===== src/rtl/vec_norm_if.sv =====
// vec_norm_if: start/done request and result bundle for vec_norm_unit.
interface vec_norm_if;
  logic        start;
  logic [31:0] x;
  logic [31:0] y;
  logic [31:0] xn;
  logic [31:0] yn;
  logic [31:0] mag;
  logic        busy;
  logic        done;
  modport master (output start, x, y, input xn, yn, mag, busy, done);
  modport slave  (input start, x, y, output xn, yn, mag, busy, done);
endinterface


===== src/rtl/vec_norm_unit.sv =====
// vec_norm_unit: sequential Q16.16 2-D vector normalizer (square, bit-serial sqrt, two shared divisions).
module vec_norm_unit #(
  parameter int ITER_SQRT = 32,
  parameter int ITER_DIV  = 17
) (
  input logic       clk,
  input logic       rst_n,
  vec_norm_if.slave v
);
  typedef enum logic [2:0] {IDLE, SQUARE, SQRT, DIVX, DIVY} state_t;
  state_t      state, state_d;
  logic [4:0]  cnt;
  logic [31:0] xs, ys, ax, ay, root, rem, xq, xn_r, yn_r, mag_r;
  logic [63:0] m2;
  logic [33:0] r;
  logic [16:0] dq, dv, dq_n;
  logic [35:0] s_sh, s_trial, s_diff;
  logic [32:0] d_sh, d_diff;
  logic [31:0] q_s;
  logic        s_ge, d_ge, zero, last_sqrt, last_div, fin, done_r;
  always_comb begin
    ax = xs[31] ? -xs : xs;
    ay = ys[31] ? -ys : ys;
    s_sh = {r, m2[63:62]};
    s_trial = {2'b00, root, 2'b01};
    s_ge = s_sh >= s_trial;
    s_diff = s_sh - s_trial;
    d_sh = {rem, dv[16]};
    d_ge = d_sh >= {1'b0, root};
    d_diff = d_sh - {1'b0, root};
    dq_n = {dq[15:0], d_ge};
    q_s = ((state == DIVX) ? xs[31] : ys[31]) ? -{15'b0, dq_n} : {15'b0, dq_n};
    zero = root == 32'd0;
    last_sqrt = cnt == 5'(ITER_SQRT - 1);
    last_div = cnt == 5'(ITER_DIV - 1);
    state_d = state;
    case (state)
      IDLE:    state_d = v.start ? SQUARE : IDLE;
      SQUARE:  state_d = SQRT;
      SQRT:    state_d = last_sqrt ? DIVX : SQRT;
      DIVX:    state_d = zero ? IDLE : (last_div ? DIVY : DIVX);
      DIVY:    state_d = last_div ? IDLE : DIVY;
      default: state_d = IDLE;
    endcase
    fin = (state == DIVX && zero) || (state == DIVY && last_div);
  end
  always_ff @(posedge clk or negedge rst_n)
    if (!rst_n) begin
      state <= IDLE;
      cnt <= '0;
    end else begin
      state <= state_d;
      cnt <= (state_d != state) ? 5'd0 : cnt + 5'd1;
    end
  // Root doubles as the divisor once SQRT finishes; rem/dq/dv are the one divider reused for x then y.
  always_ff @(posedge clk or negedge rst_n)
    if (!rst_n) begin
      xs <= '0;
      ys <= '0;
      m2 <= '0;
      r <= '0;
      root <= '0;
      rem <= '0;
      dq <= '0;
      dv <= '0;
      xq <= '0;
      xn_r <= '0;
      yn_r <= '0;
      mag_r <= '0;
      done_r <= 1'b0;
    end else begin
      done_r <= fin;
      case (state)
        IDLE: if (v.start) begin
          xs <= v.x;
          ys <= v.y;
        end
        SQUARE: begin
          m2 <= {32'b0, ax} * {32'b0, ax} + {32'b0, ay} * {32'b0, ay};
          r <= '0;
          root <= '0;
        end
        SQRT: begin
          m2 <= {m2[61:0], 2'b00};
          r <= s_ge ? s_diff[33:0] : s_sh[33:0];
          root <= {root[30:0], s_ge};
          if (last_sqrt) begin
            rem <= {1'b0, ax[31:1]};
            dv <= {ax[0], 16'b0};
          end
        end
        DIVX: if (zero) begin
          xn_r <= '0;
          yn_r <= '0;
          mag_r <= '0;
        end else if (last_div) begin
          xq <= q_s;
          dq <= dq_n;
          rem <= {1'b0, ay[31:1]};
          dv <= {ay[0], 16'b0};
        end else begin
          rem <= d_ge ? d_diff[31:0] : d_sh[31:0];
          dq <= dq_n;
          dv <= {dv[15:0], 1'b0};
        end
        DIVY: begin
          rem <= d_ge ? d_diff[31:0] : d_sh[31:0];
          dq <= dq_n;
          dv <= {dv[15:0], 1'b0};
          if (last_div) begin
            xn_r <= xq;
            yn_r <= q_s;
            mag_r <= root;
          end
        end
        default: ;
      endcase
    end
  assign v.busy = state != IDLE;
  assign v.done = done_r;
  assign v.xn = xn_r;
  assign v.yn = yn_r;
  assign v.mag = mag_r;
endmodule

===== src/flat_wrapper.sv =====
// flat-port wrapper written by rule: the top's interface ports become plain ports
module vec_norm_unit_flat 
#(
  parameter int ITER_SQRT = 32,
  parameter int ITER_DIV  = 17
)
  (clk, rst_n, v_start, v_x, v_y, v_xn, v_yn, v_mag, v_busy, v_done);
  vec_norm_if v_i ();
  input logic clk;
  input logic rst_n;
  input wire logic [$bits(v_i.start)-1:0] v_start;
  input wire logic [$bits(v_i.x)-1:0] v_x;
  input wire logic [$bits(v_i.y)-1:0] v_y;
  output wire logic [$bits(v_i.xn)-1:0] v_xn;
  output wire logic [$bits(v_i.yn)-1:0] v_yn;
  output wire logic [$bits(v_i.mag)-1:0] v_mag;
  output wire logic [$bits(v_i.busy)-1:0] v_busy;
  output wire logic [$bits(v_i.done)-1:0] v_done;
  assign v_i.start = v_start;
  assign v_i.x = v_x;
  assign v_i.y = v_y;
  assign v_xn = v_i.xn;
  assign v_yn = v_i.yn;
  assign v_mag = v_i.mag;
  assign v_busy = v_i.busy;
  assign v_done = v_i.done;
  vec_norm_unit #(.ITER_SQRT(ITER_SQRT), .ITER_DIV(ITER_DIV)) u_core (.clk(clk), .rst_n(rst_n), .v(v_i));
endmodule

===== config.mk =====
export PLATFORM = sky130hd
export DESIGN_NAME = vec_norm_unit_flat
export DESIGN_NICKNAME = d
export VERILOG_FILES = /design/src/rtl/vec_norm_if.sv /design/src/rtl/vec_norm_unit.sv /design/src/flat_wrapper.sv
export SDC_FILE = /design/constraint.sdc
export NUM_CORES = 2
export LEC_CHECK = 0
export CAP_MARGIN = 10
export CORE_UTILIZATION = 26
export DETAILED_ROUTE_END_ITERATION = 6
export PLACE_DENSITY = 0.39
export SLEW_MARGIN = 20
export SYNTH_ARGS = -nofsm -noshare
export SYNTH_HDL_FRONTEND = slang
export SYNTH_SLANG_ARGS = --single-unit

===== constraint.sdc =====
create_clock -name clk -period 27.5 [get_ports clk]
set_input_delay 2.75 -clock clk [delete_from_list [all_inputs] [get_ports clk]]
set_output_delay 2.75 -clock clk [all_outputs]
set_load 0.05 [all_outputs]

=== After elaboration in Yosys (flattened, before gate mapping) ===
Cells that the tools add are included.

* Register bits: 396
* Input port bits: 67
* Output and inout bits: 98
* Logic and storage cells: 85

* Add/sub/neg operators: 7
* Multiply operators: 2
* Magnitude comparators: 2
* Eq/ne operators: 11
* Mux-type cells: 33
* Bitwise logic cells: 1
* Reductions and logical operators: 14

{| class="wikitable"
|+ Operators with widths
! operator !! count
|-
| 2-to-1 mux 32 bit || 11
|-
| one-hot mux 32 bit (2 select lines) || 4
|-
| multiplier 32 x 32 -> 64 bit || 2
|-
| one-hot mux 64 bit (2 select lines) || 1
|-
| one-hot mux 32 bit (3 select lines) || 1
|-
| one-hot mux 34 bit (2 select lines) || 1
|-
| adder 64 bit || 1
|-
| negation 32 bit || 2
|-
| 2-to-1 mux 17 bit || 3
|-
| one-hot mux 17 bit (3 select lines) || 1
|-
| greater-or-equal comparator 36 x 34 -> 1 bit || 1
|-
| 2-to-1 mux 34 bit || 1
|-
| subtractor 34 bit || 1
|-
| greater-or-equal comparator 33 x 32 -> 1 bit || 1
|-
| logical NOT 32 bit || 1
|-
| negation 17 -> 32 bit || 1
|-
| one-hot mux 16 bit (2 select lines) || 1
|-
| subtractor 32 bit || 1
|-
| 2-to-1 mux 16 bit || 1
|-
| one-hot mux 3 bit (5 select lines) || 1
|-
| equality test 5 bit, second input constant || 2
|-
| 2-to-1 mux 3 bit || 3
|-
| AND reduction 3 bit || 3
|-
| equality test 3 x 2 -> 1 bit, second input constant || 2
|-
| other kinds (15) || 23
|}

=== Depth between registers and ports, before layout ===
* Word-level depth: 6
* Depth in mapped cells: 43
* Gate-level depth less buffers: 41

=== Worst setup path before layout ===
OpenSTA, ideal clock, no wires.

* Path kind: flip-flop to flip-flop
* Start point: register u_core.xs[2]
* End point: register u_core.m2[51]
* Setup time: 0.141 ns
* Data arrival time: 10.670 ns
* Required time: 27.359 ns
* Path slack: 16.689 ns
* Stages on the path, launching flop included: 39
* Buffers on the path: 3
* Period minus slack after synthesis: 10.811 ns
* Path through: dfrtp_1 buf_6 nor4_2 nand2_1 or4_4 or3_4 or4_4 o31ai_1 xnor2_1 clkbuf_1 buf_1 nand2_1 fa_1 inv_1 fa_1 fa_1 fa_1 fa_1 (+3 left out) fa_1 fa_1 fa_1 inv_1 fa_1 inv_1 ha_1 a21o_1 a21oi_1 nor2_1 a311oi_1 and3_1 nand3_1 a311oi_1 nor2_1 or3_1 nand3_1 a31oi_1

* Cells in the longest elaborated chain, start to end: 5

{| class="wikitable"
|+ Ends and longest elaborated chain
! what !! RTL line !! RTL
|-
| from (decl) || vec_norm_unit.sv:13 || <nowiki>logic [31:0] xs, ys, ax, ay, root, rem, xq, xn_r, yn_r, mag_r;</nowiki>
|-
| from (signal assigned) || vec_norm_unit.sv:75 || <nowiki>xs <= v.x;</nowiki>
|-
| negation 32 bit || vec_norm_unit.sv:22 || <nowiki>ax = xs[31] ? -xs : xs;</nowiki>
|-
| 2-to-1 mux 32 bit * || vec_norm_unit.sv:22 ||
|-
| multiplier 32 x 32 -> 64 bit * || vec_norm_unit.sv:79 || <nowiki>m2 <= {32'b0, ax} * {32'b0, ax} + {32'b0, ay} * {32'b0, ay};</nowiki>
|-
| adder 64 bit * || vec_norm_unit.sv:79 ||
|-
| one-hot mux 64 bit (2 select lines) * || vec_norm_unit.sv:73 || <nowiki>case (state)</nowiki>
|-
| to (signal assigned) || vec_norm_unit.sv:79 ||
|-
| to (signal assigned) || vec_norm_unit.sv:84 || <nowiki>m2 <= {m2[61:0], 2'b00};</nowiki>
|-
| to (decl) || vec_norm_unit.sv:14 || <nowiki>logic [63:0] m2;</nowiki>
|}

Every way passes the cells marked *; elsewhere a longest branch is shown, timed or not.
A chain may end at the register's enable or synchronous reset.

=== Final worst setup path ===
* Start point: register u_core.xs[2]
* End point: register u_core.m2[63]

Same word-level chain as after synthesis.

==> flow_summary.json <==
{
  "yosysSeqAreaShare_pct": 12.4,
  "ys_ff_latch": 380,
  "rr_worst_depth": 38,
  "ant_nets": 0,
  "whs_path_depth": 2,
  "path_depth": 38,
  "post_cts_resized": 0,
  "critPathKind": "reg2reg",
  "cts_sinks": 380,
  "clock-skew-final_ns": 0.0825,
  "cts.clk_slew.worst_paths_ns": 0.06,
  "hp-class": "reg2reg",
  "critPathLaunchType": "flop",
  "finalMaxSlewViolations": 0,
  "vias": 55600,
  "cts_tree": "done",
  "cts-root-buf": "clkbuf_16",
  "numCtsBuffers": 52,
  "die_area_sq_mm": 0.298,
  "top_layer_used": "met5",
  "timing.final.crit_share_pct": 47.8,
  "die_w_microns": 546,
  "worstSetupEndpointType": "flop",
  "finalWirelength_microns": 279000,
  "clock_path_buffers": 3,
  "setup-tns-final_ns": 0,
  "cpLargestDelayFamily": "adder cells",
  "regArea_sq_mm": 0.00951,
  "max_slew_margin_pct": 17.3,
  "period_minus_slack_ns": 13.15,
  "max_freq_ghz": 0.0761,
  "rows": 199,
  "status": "complete, but fails checks",
  "area_delta_synth_final_pct": 11.8,
  "dr.first_iter.drc_count": 3397,
  "postSynthCellCount": 8176,
  "post_drt_wl_per_cell_microns": 22.7,
  "violations": "design-rule violations",
  "whs_ns": 0.464,
  "ys.flop_type": "dfrtp_1",
  "grt_max_degree": 155,
  "critical_path.max_fanout": 20,
  "synthArstFlopShare_pct": 100,
  "wl_met3_microns": 12800,
  "arrival_ns": 13.70,
  "cts_setup_buffers": 0,
  "hold_viol": 0,
  "dr.pass1.iters": 7,
  "via_per_inst": 4.53,
  "cpMaxStageDelayCell": "a311oi_1",
  "nFillCells": 31300,
  "grt_pass1_vias": 62600,
  "routabilityCongestion": 0.936,
  "port_buffers": 164,
  "drive_gt1_share_pct": 4.99,
  "multi_input_area_sq_mm": 0.0587,
  "die_h_microns": 546,
  "cp_common_cell": "fa_1",
  "core_area_sq_mm": 0.294,
  "rsz0062_at_grt": "no",
  "crit_buf_inv": 8,
  "syn_area_sq_mm": 0.0769,
  "cts_max_level": 2,
  "grt_usage_pct": 19.0,
  "drc": 72,
  "ioPinCount": 165,
  "nets": 10700,
  "setup_violations": 0,
  "antenna_found_initial": 16,
  "critPathRequiredTime_ns": 28.05,
  "worst_pin_slew_ns": 1.22,
  "grt-ovfl-total": 0,
  "synth_edf_count": 0,
  "start_util_pct": 26.2,
  "met1_length_microns": 112000,
  "cts_hold_buf": 0,
  "grt_first_pass_wirelength_microns": 416000,
  "clk_latency_ns": 0.75,
  "cpPeakStageDelay_ns": 1.08,
  "synth.distinct_cells": 82,
  "met2_length_microns": 146000,
  "yosysWarnings": 0,
  "syn_area_per_cell_sq_um": 9.41,
  "maxCapViolCount": 0,
  "hpwl_microns": 230000
}
[layer usage]
| layer | vias to the layer above | global-route usage, % |
|---|---|---|
| met5 | - | 0 |
| met4 | 6 | 4.86 |
| met3 | 271 | 2.27 |
| met2 | 1229 | 35.1 |
| met1 | 29600 | 23.3 |
| li1 | 24500 | - |
[tightest hold or removal path, stage by stage (launching register included)]
cell     delay (ns)
dfrtp_1        0.34
nand2_1        0.05
nand2_1        0.04
[placed cells by master, fill, tap and decap left out, drive strengths merged, types with 32 or more instances in the layout]
master and instances:
inv 2210, fa 1740, nand2 882, nor2 615
ha 572, dfrtp 380, o21ai 269, a21oi 212
clkdlybuf4s50 163, buf 150, xnor2 127, xor2 106
a21o 100, clkbuf 75, mux2 67, conb 55
o22ai 45, a22o 41, nand3 39, a31oi 32
mux2i 32
[area by class of cell]
class / instances / share of cell area [%]
Multi-Input combinational cell: 5331 / 68.2
Timing Repair Buffer: 313 / 3.26
Sequential cell: 380 / 11.1
Inverter: 2222 / 9.70
Antenna cell: 7 / 0.0204
Tap cell: 3919 / 5.70
Clock buffer: 75 / 1.74
Clock inverter: 19 / 0.289
[cell usage after synthesis, drive strengths merged (7+ instances only)]
cell type	number	area, sq um
a211o	8	70.1
a211oi	12	90.1
a21o	100	751
a21oi	212	1060
a221o	10	100
a221oi	13	114
a22o	41	359
a22oi	17	128
a311oi	7	61.3
a31oi	32	200
a32oi	10	87.6
and2	14	87.6
and3	13	81.3
buf	43	206
clkbuf	253	950
clkinv	14	53.8
dfrtp	380	9510
fa	1740	34800
ha	572	7160
inv	2208	8290
mux2	67	754
mux2i	32	320
nand2	882	3310
nand2b	26	170
nand3	39	195
nand4	22	138
nor2	615	2310
nor2b	13	81.3
nor3	29	145
nor4	15	106
o211ai	8	65.1
o21a	22	165
o21ai	269	1350
o21bai	21	158
o22ai	45	282
o31a	8	70.1
o31ai	22	165
o41ai	9	93.8
or2	9	56.3
or3	22	143
or4	11	90.1
xnor2	127	1120
xor2	106	943
[sequential cells by signal (all words and copies together) (netlist names), 16 cells and up]
name / count
u_core.dq: 16
u_core.m2: 64
u_core.r: 34
u_core.rem: 32
u_core.root: 32
u_core.v.mag: 32
u_core.v.xn: 32
u_core.v.yn: 32
u_core.xq: 32
u_core.xs: 32
u_core.ys: 32
[path summary, 6_finish.rpt]
kind | from | endpoint | slack [ns]
setup / recovery | u_core.xs[2]$_DFFE_PN0P_ | u_core.m2[63]$_DFFE_PN0P_ | 14.35
hold / removal | u_core.v.yn[29]$_DFFE_PN0P_ | u_core.v.yn[29]$_DFFE_PN0P_ | 0.46
setup reg to reg | u_core.xs[2]$_DFFE_PN0P_ | u_core.m2[63]$_DFFE_PN0P_ | 14.35
hold reg to reg | u_core.v.yn[29]$_DFFE_PN0P_ | u_core.v.yn[29]$_DFFE_PN0P_ | 0.46
max in group asynchronous | rst_n | u_core.ys[12]$_DFFE_PN0P_ | 23.35
min in group asynchronous | rst_n | u_core.xs[13]$_DFFE_PN0P_ | 2.01
[stage by stage]
step / std cells / area [sq um] / setup slack [ns] / util (%)
finish: 12300 / 86000 / 14.35 / 29.3
CTS: 12300 / 86000 / 14.53 / 29.2
global route: 12300 / 86000 / 13.85 / 29.2
global placement: 12200 / 84200 / 14.68 / 28.6
detailed placement: 12200 / 84200 / 14.62 / 28.6
floorplan: 8229 / 77100 / 16.69 / -
[cells by family (layout without fill, tap and decap cells)]
kind of cell | after synthesis | in the layout | synth area share [%]
mux | 99 | 99 | 1.40
flops | 380 | 380 | 12.4
other cells | 2 | 62 | 0.00976
fa+ha+maj | 2312 | 2312 | 54.6
buf+inv | 2518 | 2629 | 12.3
compound gates | 906 | 906 | 7.47
simple gates | 1726 | 1726 | 9.17
xor+xnor | 233 | 233 | 2.68
Power is not shown: default switching activity piles up to over one toggle a cycle in this logic, so the estimate is an artifact.
